## config.mk

```make
export PLATFORM = sky130hd
export DESIGN_NAME = output_level_meter
export DESIGN_NICKNAME = d
export VERILOG_FILES = /design/src/rtl/output_level_pkg.sv /design/src/rtl/bcd_seq_convert.sv /design/src/rtl/output_level_meter.sv
export SDC_FILE = /design/constraint.sdc
export NUM_CORES = 1
export LEC_CHECK = 0
export ABC_AREA = 1
export ABC_CLOCK_PERIOD_IN_PS = 6850
export BUFFER_PORTS_ARGS = -buffer_cell sky130_fd_sc_hd__buf_2
export CORE_MARGIN = 1
export CORE_UTILIZATION = 30
export DETAILED_ROUTE_END_ITERATION = 12
export GPL_ROUTABILITY_DRIVEN = 0
export PLACE_DENSITY = 0.43
export SYNTH_ARGS = -nofsm -noshare
export SYNTH_HDL_FRONTEND = slang
export SYNTH_SLANG_ARGS = --single-unit
export TNS_END_PERCENT = 5
```

## constraint.sdc

```tcl
create_clock -name clk -period 6.85 [get_ports clk]
set_clock_uncertainty 0.15 [all_clocks]
set_input_delay 1.37 -clock clk [delete_from_list [all_inputs] [get_ports clk]]
set_output_delay 1.37 -clock clk [all_outputs]
set_load 0.03 [all_outputs]
```

## src/rtl/output_level_pkg.sv

```systemverilog
`timescale 1ns/1ps
`default_nettype none
// ============================================================================
//  Module      : output_level_pkg
//  Description : Shared types and helpers for the output level meter:
//                controller state encoding, BCD digit type, dB mantissa LUT.
//  Revision    : 1.0 - initial release
// ============================================================================
package output_level_pkg;

    // Width of the signed dB values carried through the meter
    localparam int DB_W = 10;

    typedef enum logic [1:0] {
        ST_IDLE    = 2'd0,
        ST_LATCH   = 2'd1,
        ST_CONVERT = 2'd2,
        ST_DONE    = 2'd3
    } state_t;

    typedef logic [3:0] bcd_digit_t;

    // dB offset for the 3 bits just below the leading one of a peak
    function automatic logic signed [3:0] db_lut(input logic [2:0] m);
        case (m)
            3'd0:    db_lut = -4'sd6;
            3'd1:    db_lut = -4'sd5;
            3'd2:    db_lut = -4'sd4;
            3'd3:    db_lut = -4'sd3;
            3'd4:    db_lut = -4'sd2;
            3'd5:    db_lut = -4'sd2;
            default: db_lut = -4'sd1;
        endcase
    endfunction

endpackage
`default_nettype wire

```

## src/rtl/bcd_seq_convert.sv

```systemverilog
`timescale 1ns/1ps
`default_nettype none
// ============================================================================
//  Module      : bcd_seq_convert
//  Description : Sequential double-dabble, 8-bit binary to 3 BCD digits.
//                The first bit is shifted in at load, so the result is ready
//                8 cycles after start with a one-cycle done pulse.
//  Revision    : 1.0 - initial release
// ============================================================================
module bcd_seq_convert
    import output_level_pkg::*;
(
    input  logic       clk,
    input  logic       reset_n,
    input  logic       start,
    input  logic [7:0] bin,
    output logic       busy,
    output logic       done,
    output bcd_digit_t dig2,
    output bcd_digit_t dig1,
    output bcd_digit_t dig0
);

    logic [11:0] bcd_q;
    logic [7:0]  bin_q;
    logic [2:0]  cnt_q;
    logic [11:0] adj_d;

    // Add 3 to every digit that would overflow past 9 after the next shift
    always_comb begin
        adj_d = bcd_q;
        for (int d = 0; d < 3; d++) begin
            if (bcd_q[d*4 +: 4] >= 4'd5) begin
                adj_d[d*4 +: 4] = bcd_q[d*4 +: 4] + 4'd3;
            end
        end
    end

    // Load on start, then shift one binary bit into the BCD register per cycle
    always_ff @(posedge clk or negedge reset_n) begin
        if (!reset_n) begin
            bcd_q <= '0;
            bin_q <= '0;
            cnt_q <= '0;
            busy  <= 1'b0;
            done  <= 1'b0;
        end else begin
            done <= 1'b0;
            if (start) begin
                bcd_q <= {11'd0, bin[7]};
                bin_q <= {bin[6:0], 1'b0};
                cnt_q <= 3'd7;
                busy  <= 1'b1;
            end else if (busy) begin
                bcd_q <= (adj_d << 1) | {11'd0, bin_q[7]};
                bin_q <= bin_q << 1;
                cnt_q <= cnt_q - 3'd1;
                if (cnt_q == 3'd1) begin
                    busy <= 1'b0;
                    done <= 1'b1;
                end
            end
        end
    end

    assign dig2 = bcd_q[11:8];
    assign dig1 = bcd_q[7:4];
    assign dig0 = bcd_q[3:0];

endmodule
`default_nettype wire

```

## src/rtl/output_level_meter.sv

```systemverilog
`timescale 1ns/1ps
`default_nettype none
// ============================================================================
//  Module      : output_level_meter
//  Description : Multi-channel windowed peak meter with dBFS conversion,
//                peak hold / decay, sticky clip flags and a BCD display of
//                the selected channel, refreshed 10 cycles after each window.
//  Revision    : 1.0 - initial release
// ============================================================================
module output_level_meter
    import output_level_pkg::*;
#(
    parameter int WIDTH        = 16,
    parameter int NUM_CH       = 2,
    parameter int WINDOW_LOG2  = 6,
    parameter int HOLD_WINDOWS = 2,
    parameter int DECAY_DB     = 3,
    parameter int FLOOR_DB     = 96
) (
    input  logic                                     clk,
    input  logic                                     reset_n,
    input  logic                                     sample_valid,
    input  logic [NUM_CH*WIDTH-1:0]                  sample,
    input  logic [((NUM_CH > 1) ? $clog2(NUM_CH) : 1)-1:0] ch_sel,
    input  logic                                     clip_clr,
    output bcd_digit_t                               num2,
    output bcd_digit_t                               num1,
    output bcd_digit_t                               num0,
    output logic                                     neg,
    output logic [NUM_CH-1:0]                        clip,
    output logic                                     level_valid
);

    localparam int CH_W  = (NUM_CH > 1) ? $clog2(NUM_CH) : 1;
    localparam int HC_W  = (HOLD_WINDOWS > 0) ? $clog2(HOLD_WINDOWS + 1) : 1;
    localparam int IDX_W = $clog2(WIDTH - 1);
    localparam logic signed [DB_W-1:0] FLOOR_NEG = DB_W'(-FLOOR_DB);
    localparam logic signed [DB_W-1:0] DECAY     = DB_W'(DECAY_DB);
    localparam logic [HC_W-1:0]        HOLD_INIT = HC_W'(HOLD_WINDOWS);

    state_t                        state_q;
    logic [CH_W-1:0]               sel_q;
    logic [WINDOW_LOG2-1:0]        win_cnt_q;
    logic                          win_close;
    logic [NUM_CH-1:0][DB_W-1:0]   held_all_d;
    logic [NUM_CH-1:0]             held_sign;
    logic signed [DB_W-1:0]        sel_held_d;
    logic [DB_W-1:0]               sel_mag;
    logic                          sel_neg;
    logic [7:0]                    conv_bin;
    logic                          conv_start;
    logic                          conv_busy;
    logic                          conv_done;
    bcd_digit_t                    conv_d2, conv_d1, conv_d0;

    // The sample that makes the counter wrap is the last one of the window
    assign win_close = sample_valid && (win_cnt_q == '1);

    // Window counter runs on every valid sample regardless of controller state
    always_ff @(posedge clk or negedge reset_n) begin
        if (!reset_n) begin
            win_cnt_q <= '0;
        end else if (sample_valid) begin
            win_cnt_q <= win_cnt_q + 1'b1;
        end
    end

    for (genvar c = 0; c < NUM_CH; c++) begin : g_ch
        logic signed [WIDTH-1:0] x;
        logic [WIDTH-2:0]        mag, win_max, peak_q, closed_q;
        logic signed [DB_W-1:0]  win_db, held_q, held_d, dec_d;
        logic [HC_W-1:0]         hcnt_q, hcnt_d;
        logic                    clip_q;

        assign x = $signed(sample[c*WIDTH +: WIDTH]);

        // |x|, with the most negative code saturated to full scale
        always_comb begin
            if (!x[WIDTH-1]) begin
                mag = x[WIDTH-2:0];
            end else if (x[WIDTH-2:0] == '0) begin
                mag = '1;
            end else begin
                mag = ~x[WIDTH-2:0] + 1'b1;
            end
        end

        assign win_max = (mag > peak_q) ? mag : peak_q;

        // Running window peak; the closing sample is folded into the closed peak
        always_ff @(posedge clk or negedge reset_n) begin
            if (!reset_n) begin
                peak_q   <= '0;
                closed_q <= '0;
            end else if (sample_valid) begin
                if (win_close) begin
                    closed_q <= win_max;
                    peak_q   <= '0;
                end else begin
                    peak_q   <= win_max;
                end
            end
        end

        // Closed peak to integer dBFS from leading-one position and 3-bit mantissa
        always_comb begin
            int         p;
            int         idx;
            logic [2:0] m;
            p = 0;
            m = '0;
            for (int i = 0; i < WIDTH - 1; i++) begin
                if (closed_q[i]) p = i;
            end
            for (int k = 0; k < 3; k++) begin
                idx = p - 1 - k;
                if (idx >= 0) m[2-k] = closed_q[IDX_W'(idx)];
            end
            if (closed_q == '0) begin
                win_db = FLOOR_NEG;
            end else begin
                win_db = DB_W'(int'(db_lut(m)) - 6 * (WIDTH - 2 - p));
            end
        end

        // Peak-hold / decay next state for this channel
        always_comb begin
            held_d = held_q;
            hcnt_d = hcnt_q;
            dec_d  = held_q - DECAY;
            if (win_db >= held_q) begin
                held_d = win_db;
                hcnt_d = HOLD_INIT;
            end else if (hcnt_q != '0) begin
                hcnt_d = hcnt_q - 1'b1;
            end else begin
                held_d = (dec_d > win_db) ? dec_d : win_db;
            end
        end

        // Held level commits once per window, in the LATCH cycle
        always_ff @(posedge clk or negedge reset_n) begin
            if (!reset_n) begin
                held_q <= FLOOR_NEG;
                hcnt_q <= '0;
            end else if (state_q == ST_LATCH) begin
                held_q <= held_d;
                hcnt_q <= hcnt_d;
            end
        end

        // Sticky clip flag; a new full-scale sample beats a simultaneous clear
        always_ff @(posedge clk or negedge reset_n) begin
            if (!reset_n) begin
                clip_q <= 1'b0;
            end else if (sample_valid && (mag == '1)) begin
                clip_q <= 1'b1;
            end else if (clip_clr) begin
                clip_q <= 1'b0;
            end
        end

        assign clip[c]       = clip_q;
        assign held_all_d[c] = held_d;
        assign held_sign[c]  = held_q[DB_W-1];
    end

    // Channel selection: live ch_sel feeds the converter during LATCH,
    // the latched copy picks the sign shown alongside the digits
    always_comb begin
        sel_held_d = held_all_d[0];
        sel_neg    = held_sign[0];
        for (int c = 0; c < NUM_CH; c++) begin
            if (ch_sel == CH_W'(c)) sel_held_d = held_all_d[c];
            if (sel_q  == CH_W'(c)) sel_neg    = held_sign[c];
        end
        sel_mag  = sel_held_d[DB_W-1] ? -sel_held_d : sel_held_d;
        conv_bin = (|sel_mag[DB_W-1:8]) ? 8'hFF : sel_mag[7:0];
    end

    assign conv_start = (state_q == ST_LATCH);

    bcd_seq_convert u_bcd (
        .clk     (clk),
        .reset_n (reset_n),
        .start   (conv_start),
        .bin     (conv_bin),
        .busy    (conv_busy),
        .done    (conv_done),
        .dig2    (conv_d2),
        .dig1    (conv_d1),
        .dig0    (conv_d0)
    );

    // Display controller; a window close always restarts the sequence
    always_ff @(posedge clk or negedge reset_n) begin
        if (!reset_n) begin
            state_q     <= ST_IDLE;
            sel_q       <= '0;
            num2        <= '0;
            num1        <= '0;
            num0        <= '0;
            neg         <= 1'b0;
            level_valid <= 1'b0;
        end else begin
            level_valid <= 1'b0;
            case (state_q)
                ST_IDLE: begin
                    state_q <= ST_IDLE;
                end
                ST_LATCH: begin
                    sel_q   <= ch_sel;
                    state_q <= ST_CONVERT;
                end
                ST_CONVERT: begin
                    if (conv_done && !conv_busy) begin
                        num2        <= conv_d2;
                        num1        <= conv_d1;
                        num0        <= conv_d0;
                        neg         <= sel_neg;
                        level_valid <= 1'b1;
                        state_q     <= ST_DONE;
                    end
                end
                ST_DONE: begin
                    state_q <= ST_IDLE;
                end
                default: begin
                    state_q <= ST_IDLE;
                end
            endcase
            if (win_close) begin
                state_q <= ST_LATCH;
            end
        end
    end

endmodule
`default_nettype wire

```

==> metrics.log, run 1 <==
[metrics] number of flops mapped to enable cells by yosys: 0
[metrics] number of buffers added by the clock tree synthesis step: 17
[metrics] IR Drop Worst-Case VDD: roughly 0.00020 V
[metrics] DRC: 0
[metrics] Yosys cell types: just over 60
[metrics] count of maximum capacitance violations: 0
[metrics] DRT iter0 DRCs: 442
[metrics] total track usage: 15.7%
[metrics] final critical path time including I/O delays and setup: 6700 ps
[metrics] antenna cells: 0
[metrics] initial core utilization: between 30 and 40%
[metrics] final count of pins violating max slew: 0
[metrics] setup repair after global routing missed its margin: yes
[metrics] share of cell area taken by muxes after synthesis: 0%
[metrics] number of clock sinks: 133
[metrics] post-place instance area: 13700 µm²
[metrics] cell area after synthesis: ~12000 µm²
[metrics] Final nets: a little over 2000
[metrics] maximum buffer depth of the clock tree: 2
[metrics] Simple-Gate Fraction of Synth Area: 28.1%
[metrics] antenna viol nets, final: 0
[metrics] antenna violations before repair: 0
[metrics] sum of routed wire length over all layers: ~31000 µm
[metrics] cell repeated most along the worst path: nand2_1
[metrics] TritonCTS clock tree: done
[metrics] synthesized-area fraction occupied by xor and xnor cells: roughly 4.8%
[metrics] worst slew pin tran: roughly 1100 ps
[metrics] final hold vios: 0
[metrics] main combinational cell family by area after synthesis: simple AND/OR/NAND/NOR gates
[metrics] power per unit of standard cell area: 447 nW/µm²
[metrics] data required time of the worst path: 7020 ps
[metrics] number of buffer cells added on primary ports: 52
[metrics] crit path max fanout: 5
[metrics] number of vias per cell: 4.59
[metrics] cell at the slowest stage of the critical path: dfrtp_1
[metrics] die area: a little over 40000 µm²
[metrics] data arrival time at the worst-slack endpoint: a little under 7000 ps
[metrics] post-DR wirelength/cell: between 10 and 15 µm
[metrics] compound-cell area share of the yosys netlist: ~15%
[metrics] Highest Clock Rate: roughly 0.15 GHz
[metrics] core area: ~40000 µm²
[metrics] synthesized net count: 1897
[metrics] final HPWL from detailed placement: roughly 25000 µm
[metrics] count of synthesis-stage warnings from yosys: 0
[metrics] wire length of the first global-routing pass: roughly 53000 µm
[metrics] slowest stage delay, CP: about 370 ps
[metrics] Async S/R FF share, synth: between 90% and 100%
[metrics] Skew-Pair Late Insertion Delay: ~440 ps
[metrics] Root Buffer: clkbuf_16
[metrics] Period Utilization, post-route: a little over nine tenths
[metrics] x dimension of the die: around 200 µm
[metrics] final global-route overflow total: 0
[metrics] type of the worst setup path: flop to flop
[metrics] Synth Flop Type: dfrtp_1
[metrics] floorplan die height: just over 200 µm
[metrics] hold crit path type: flop to flop
[metrics] min setup slack post-route: between 150 and 200 ps
[metrics] FF+latch count, synth: 133
[metrics] most frequent standard cell in the layout excluding fill and tap cells: nand2_1
[metrics] First-pass DRT Iterations: 5
[metrics] clock-pin slew on the worst setup and hold paths: around 70 ps
[metrics] pin count of the biggest net entering global routing: 68
[metrics] commonest cells after routing, fill and taps aside: nand2_1 (359), inv_1 (250), o21ai_0 (145)
[metrics] pre-CTS WS: -172 ps
[metrics] area of all placed cells without fillers: 14800 µm²
[metrics] number of placement rows: 73
[metrics] fraction of layout cells with a size suffix above 1: about a fifth
[metrics] relative area change from synthesis to final layout: 22.8%
[metrics] Mapped Cells: 1728
[metrics] final setup vio count: 0
[metrics] crit start category: flop
[metrics] register area share after synthesis: roughly 28%
[metrics] htree depth: 4
[metrics] average instance area after synthesis: ~7 µm²
[metrics] run status: finished clean
[metrics] vias in the first global route: approximately 11000
[metrics] Max transition margin: about 28%
[metrics] Adder-Cell Fraction of Synth Area: between 10 and 15%
[metrics] DR vias: 11170
[metrics] element type at the critical path end: flop
[metrics] Leakage Power: between 0.007 and 0.008 µW
[metrics] num ports: 53
critical path: cells and delay by family (launching register included):
family                   cells  cell delay [ps]
AO/OA/AOI/OAI                6              810
buffers and inverters        6              380
AND/OR/NAND/NOR             43             3670
adder cells (fa/ha/maj)      5             1090
flip-flops                   1              370
XOR/XNOR                     1               90
synthesized netlist by cell type (all sizes together) (32+ instances only):
cell,n,share of area (%)
xor2,52,3.9
nand2,404,13
o21ai,163,6.9
clkbuf,32,1.0
a21oi,63,2.8
nor3,40,2.0
nor2,159,5.5
o22ai,36,1.9
ha,128,13
inv,276,8.6
dfrtp,125,26
nand3,120,5.2
cell type report:
cell class / count / area (µm²)
Fill cell: 4298 / 24900
Multi-Input combinational cell: 1270 / 7790
Sequential cell: 133 / 3340
Timing Repair Buffer: 190 / 1310
Inverter: 282 / 1060
Tap cell: 525 / 657
Clock buffer: 19 / 443
Clock inverter: 12 / 178
stage by stage:
stage	setup TNS [ps]	hold WS, ps	power, µW	instances	util (%)
final	0	329	6610	2431	37.3
after global routing	-3020	361	7330	2431	37.3
after CTS	0	335	6320	2422	36.3
after detailed placement	-1080	320	5290	2391	34.7
after global placement	-360	312	5280	2391	34.7
after floorplan	0	299	3840	1728	-
routing by layer:
| layer | GRT usage, % | vias up | wire length [µm] |
|---|---|---|---|
| met2 | 26.6 | 117 | 14600 |
| met3 | 2.26 | 23 | 725 |
| met5 | 0 | - | 0 |
| met1 | 20.9 | 5032 | 15500 |
| li1 | - | 5998 | - |
| met4 | 3.73 | 0 | 357 |
power by group:
part	switching [µW]	total [µW]	internal (µW)	leakage, µW
Combinational	2650	4530	1890	0.00565
Clock	363	980	617	0.000303
Sequential	115	1090	979	0.00166
Total	3130	6610	3480	0.00761
worst paths after layout:
| path | start | endpoint | slack (ps) | cells past startpoint |
|---|---|---|---|---|
| setup / recovery | g_ch[0].closed_q[2]$_DFFE_PN0P_ | u_bcd.bcd_q[0]$_DFFE_PN0P_ | 150 | 61 |
| setup reg to reg | g_ch[0].closed_q[2]$_DFFE_PN0P_ | u_bcd.bcd_q[0]$_DFFE_PN0P_ | 150 | 61 |
| max in group asynchronous | reset_n | g_ch[0].peak_q[11]$_DFFE_PN0P_ | 4440 | 2 |
| hold / removal | num2[0]$_DFFE_PN0P_ | num2[0]$_DFFE_PN0P_ | 330 | 2 |
| min in group asynchronous | reset_n | g_ch[0].held_q[6]$_DFFE_PN0P_ | 790 | 1 |
| hold reg to reg | num2[0]$_DFFE_PN0P_ | num2[0]$_DFFE_PN0P_ | 330 | 2 |
flip-flops by register name, indices dropped and copies added (netlist names), 3 cells and up:
signal         flops
g_ch.closed_q     30
g_ch.hcnt_q        4
g_ch.held_q       20
g_ch.peak_q       30
num0               4
num1               4
num2               4
u_bcd.bcd_q       12
u_bcd.bin_q        7
u_bcd.cnt_q        3
win_cnt_q          6
what timing repair did:
action	4_1_cts	5_1_grt
resized for setup	9	85
cloned	0	0
setup buffers	0	9
endpoints found under the setup margin	8	8
hold buffers	0	0
pin swaps	9	61
cell families (layout without fill, tap and decap cells):
group | Yosys count | in the layout
flip-flops | 133 | 133
adder cells (fa/ha/maj) | 132 | 132
buffers and inverters | 325 | 503
XOR/XNOR | 63 | 63
AND/OR/NAND/NOR | 760 | 760
AO/OA/AOI/OAI | 315 | 315
No activity file was read; power rests on OpenSTA's default activity.
==> inputs of run 2 (changes only) <==
- GPL_TIMING_DRIVEN: unset -> 0
==> run 2 against run 1 <==
The run now ends with negative setup slack left. Critical path depth increased by 2. Combinational power decreased by 2%. Count of clock-buffer cells in the layout up 5. Critical endpoint unchanged.
==> metrics.log, run 2 (synthesized netlist as in run 1, its figures left out) <==
[metrics] run status: finished, violations left (was finished clean)
[metrics] failing checks: negative setup slack
[metrics] relative area change from synthesis to final layout: 21.9% (was 22.8%)
[metrics] clock-pin slew on the worst setup and hold paths: 70 ps (about the same)
[metrics] element type at the critical path end: flop (unchanged)
[metrics] pre-CTS WS: -1240 ps (was -172 ps)
[metrics] core area: 39600 µm² (unchanged)
[metrics] Crit Reg-Reg Startpoint: g_ch[0].closed_q[2]$_DFFE_PN0P_ (unchanged)
[metrics] First-pass DRT Iterations: 6 (was 5)
[metrics] final setup vio count: 7 (was 0)
[metrics] DRC: 0 (unchanged)
[metrics] cell repeated most along the worst path: nand2_1 (unchanged)
[metrics] Period Utilization, post-route: 101% (was 97.8%)
[metrics] Final nets: 2036 (was 2063)
[metrics] type of the worst setup path: flop to flop (unchanged)
[metrics] vias in the first global route: 11185 (was 10840)
[metrics] antenna cells: 0 (unchanged)
[metrics] floorplan die height: 202 µm (unchanged)
[metrics] fraction of layout cells with a size suffix above 1: 18.6% (was 20.1%)
[metrics] power per unit of standard cell area: 442 nW/µm² (was 447 nW/µm²)
[metrics] IR Drop Worst-Case VDD: 0.000230 V (was 0.000198 V)
[metrics] x dimension of the die: 202 µm (unchanged)
[metrics] htree depth: 4 (unchanged)
[metrics] biggest regs: g_ch.closed_q x30, g_ch.peak_q x30, g_ch.held_q x20 (unchanged)
[metrics] Setup Total Neg Slack: -386 ps (was 0 ps)
[metrics] min setup slack post-route: -90.0 ps (was 150 ps)
[metrics] number of buffer cells added on primary ports: 51 (was 52)
[metrics] setup repair after global routing missed its margin: yes (unchanged)
[metrics] data arrival time at the worst-slack endpoint: 7130 ps (was 6870 ps)
[metrics] slowest stage delay, CP: 400 ps (was 370 ps)
[metrics] number of clock sinks: 133 (unchanged)
[metrics] non-filler cells in the finished layout: 2405 (was 2431)
[metrics] placed cell count: 2305 (was 2391)
[metrics] count of maximum capacitance violations: 0 (unchanged)
[metrics] commonest cells after routing, fill and taps aside: nand2_1 (352), inv_1 (243), o21ai_0 (144) (was nand2_1 (359), inv_1 (250), o21ai_0 (145))
[metrics] most frequent standard cell in the layout excluding fill and tap cells: nand2_1 (unchanged)
[metrics] data required time of the worst path: 7040 ps (was 7020 ps)
[metrics] Root Buffer: clkbuf_16 (unchanged)
[metrics] pin count of the biggest net entering global routing: 89 (was 68)
[metrics] initial core utilization: 30.4% (unchanged)
[metrics] Leakage Power: 0.00739 µW (was 0.00761 µW)
[metrics] num ports: 53 (unchanged)
[metrics] total track usage: 16.8% (was 15.7%)
[metrics] final hold vios: 0 (unchanged)
[metrics] antenna viol nets, final: 0 (unchanged)
[metrics] wire length of the first global-routing pass: 55800 µm (was 53000 µm)
[metrics] startpoint of the worst hold path: num1[3]$_DFFE_PN0P_ (was num2[0]$_DFFE_PN0P_)
[metrics] number of placement rows: 73 (unchanged)
[metrics] TritonCTS clock tree: done (unchanged)
[metrics] worst slew pin tran: 666 ps (was 1080 ps)
[metrics] Max transition margin: 55.4% (was 27.6%)
[metrics] number of vias per cell: 4.71 (was 4.59)
[metrics] crit start category: flop (unchanged)
[metrics] area of all placed cells without fillers: 14700 µm² (was 14800 µm²)
[metrics] final global-route overflow total: 0 (unchanged)
[metrics] DR vias: 11329 (was 11170)
[metrics] cell at the slowest stage of the critical path: dfrtp_1 (unchanged)
[metrics] final critical path time including I/O delays and setup: 6940 ps (was 6700 ps)
[metrics] Skew-Pair Late Insertion Delay: 450 ps (was 440 ps)
[metrics] number of buffers added by the clock tree synthesis step: 17 (unchanged)
[metrics] post-DR wirelength/cell: 13.8 µm (was 12.8 µm)
[metrics] crit path max fanout: 8 (was 5)
[metrics] post-place instance area: 13000 µm² (was 13700 µm²)
[metrics] final HPWL from detailed placement: 25300 µm (was 24800 µm)
[metrics] antenna violations before repair: 0 (unchanged)
[metrics] hold crit path type: flop to flop (unchanged)
[metrics] sum of routed wire length over all layers: 33200 µm (was 31200 µm)
[metrics] die area: 40900 µm² (unchanged)
[metrics] worst setup path startpoint: g_ch[0].closed_q[2]$_DFFE_PN0P_ (unchanged)
[metrics] DRT iter0 DRCs: 409 (was 442)
[metrics] final count of pins violating max slew: 0 (unchanged)
[metrics] maximum buffer depth of the clock tree: 2 (unchanged)
[metrics] Highest Clock Rate: 0.144 GHz (was 0.149 GHz)
-- run 2: layer usage --
layer  part of all wire, %  wire length (µm)  track usage [%]
met2                    46             15400             27.7
met1                    49             16400             22.5
met5                     0                 0                0
met3                   2.5               817             2.50
met4                   1.8               587             5.10
-- run 2: repair_timing --
| item | CTS | global route |
|---|---|---|
| gates cloned | 0 | 0 |
| buffers inserted | 41 | 27 |
| hold buffers | 0 | 0 |
| endpoints found under the setup margin | 17 | 12 |
| gates resized for setup | 78 | 83 |
| pin swaps | 55 | 56 |
| endpoints found under the hold margin | 0 | 0 |
-- run 2: path summary, 6_finish.rpt --
| kind | end | depth (start not counted) | slack (ps) |
|---|---|---|---|
| max in group asynchronous | g_ch[1].closed_q[3]$_DFFE_PN0P_ | 2 | 4980 |
| setup / recovery | u_bcd.bcd_q[0]$_DFFE_PN0P_ | 63 | -90 |
| min in group asynchronous | g_ch[0].held_q[6]$_DFFE_PN0P_ | 1 | 710 |
| setup reg to reg | u_bcd.bcd_q[0]$_DFFE_PN0P_ | 63 | -90 |
| hold / removal | num1[3]$_DFFE_PN0P_ | 2 | 330 |
| hold reg to reg | num1[3]$_DFFE_PN0P_ | 2 | 330 |
-- run 2: area by class of cell --
type                            instances  area, µm²
Clock buffer                           24        482
Tap cell                              525        657
Clock inverter                          8        121
Multi-Input combinational cell       1270       7980
Timing Repair Buffer                  120        807
Sequential cell                       133       3340
Inverter                              282       1080
Buffer                                 43        209
Fill cell                            4245      25000
-- run 2: critical path, delay by kind of cell (launching register included) --
family | cells | cell delay (ps)
compound gates | 5 | 700
xor+xnor | 1 | 110
fa+ha+maj | 5 | 1110
buf+inv | 9 | 660
flops | 1 | 400
simple gates | 43 | 3690
-- run 2: report_power, final --
part	total [µW]	switching, µW	internal (µW)
Sequential	1100	122	980
Clock	960	359	600
Combinational	4430	2750	1690
-- run 2: through the flow --
step | hold WS (ps) | power [µW] | util, %
3_5_place_dp | 320 | 4710 | 32.8
5_1_grt | 365 | 7160 | 37.0
6_report | 329 | 6500 | 37.0
2_1_floorplan | 299 | 3840 | -
4_1_cts | 335 | 6120 | 35.8
3_3_place_gp | 312 | 4700 | 32.7
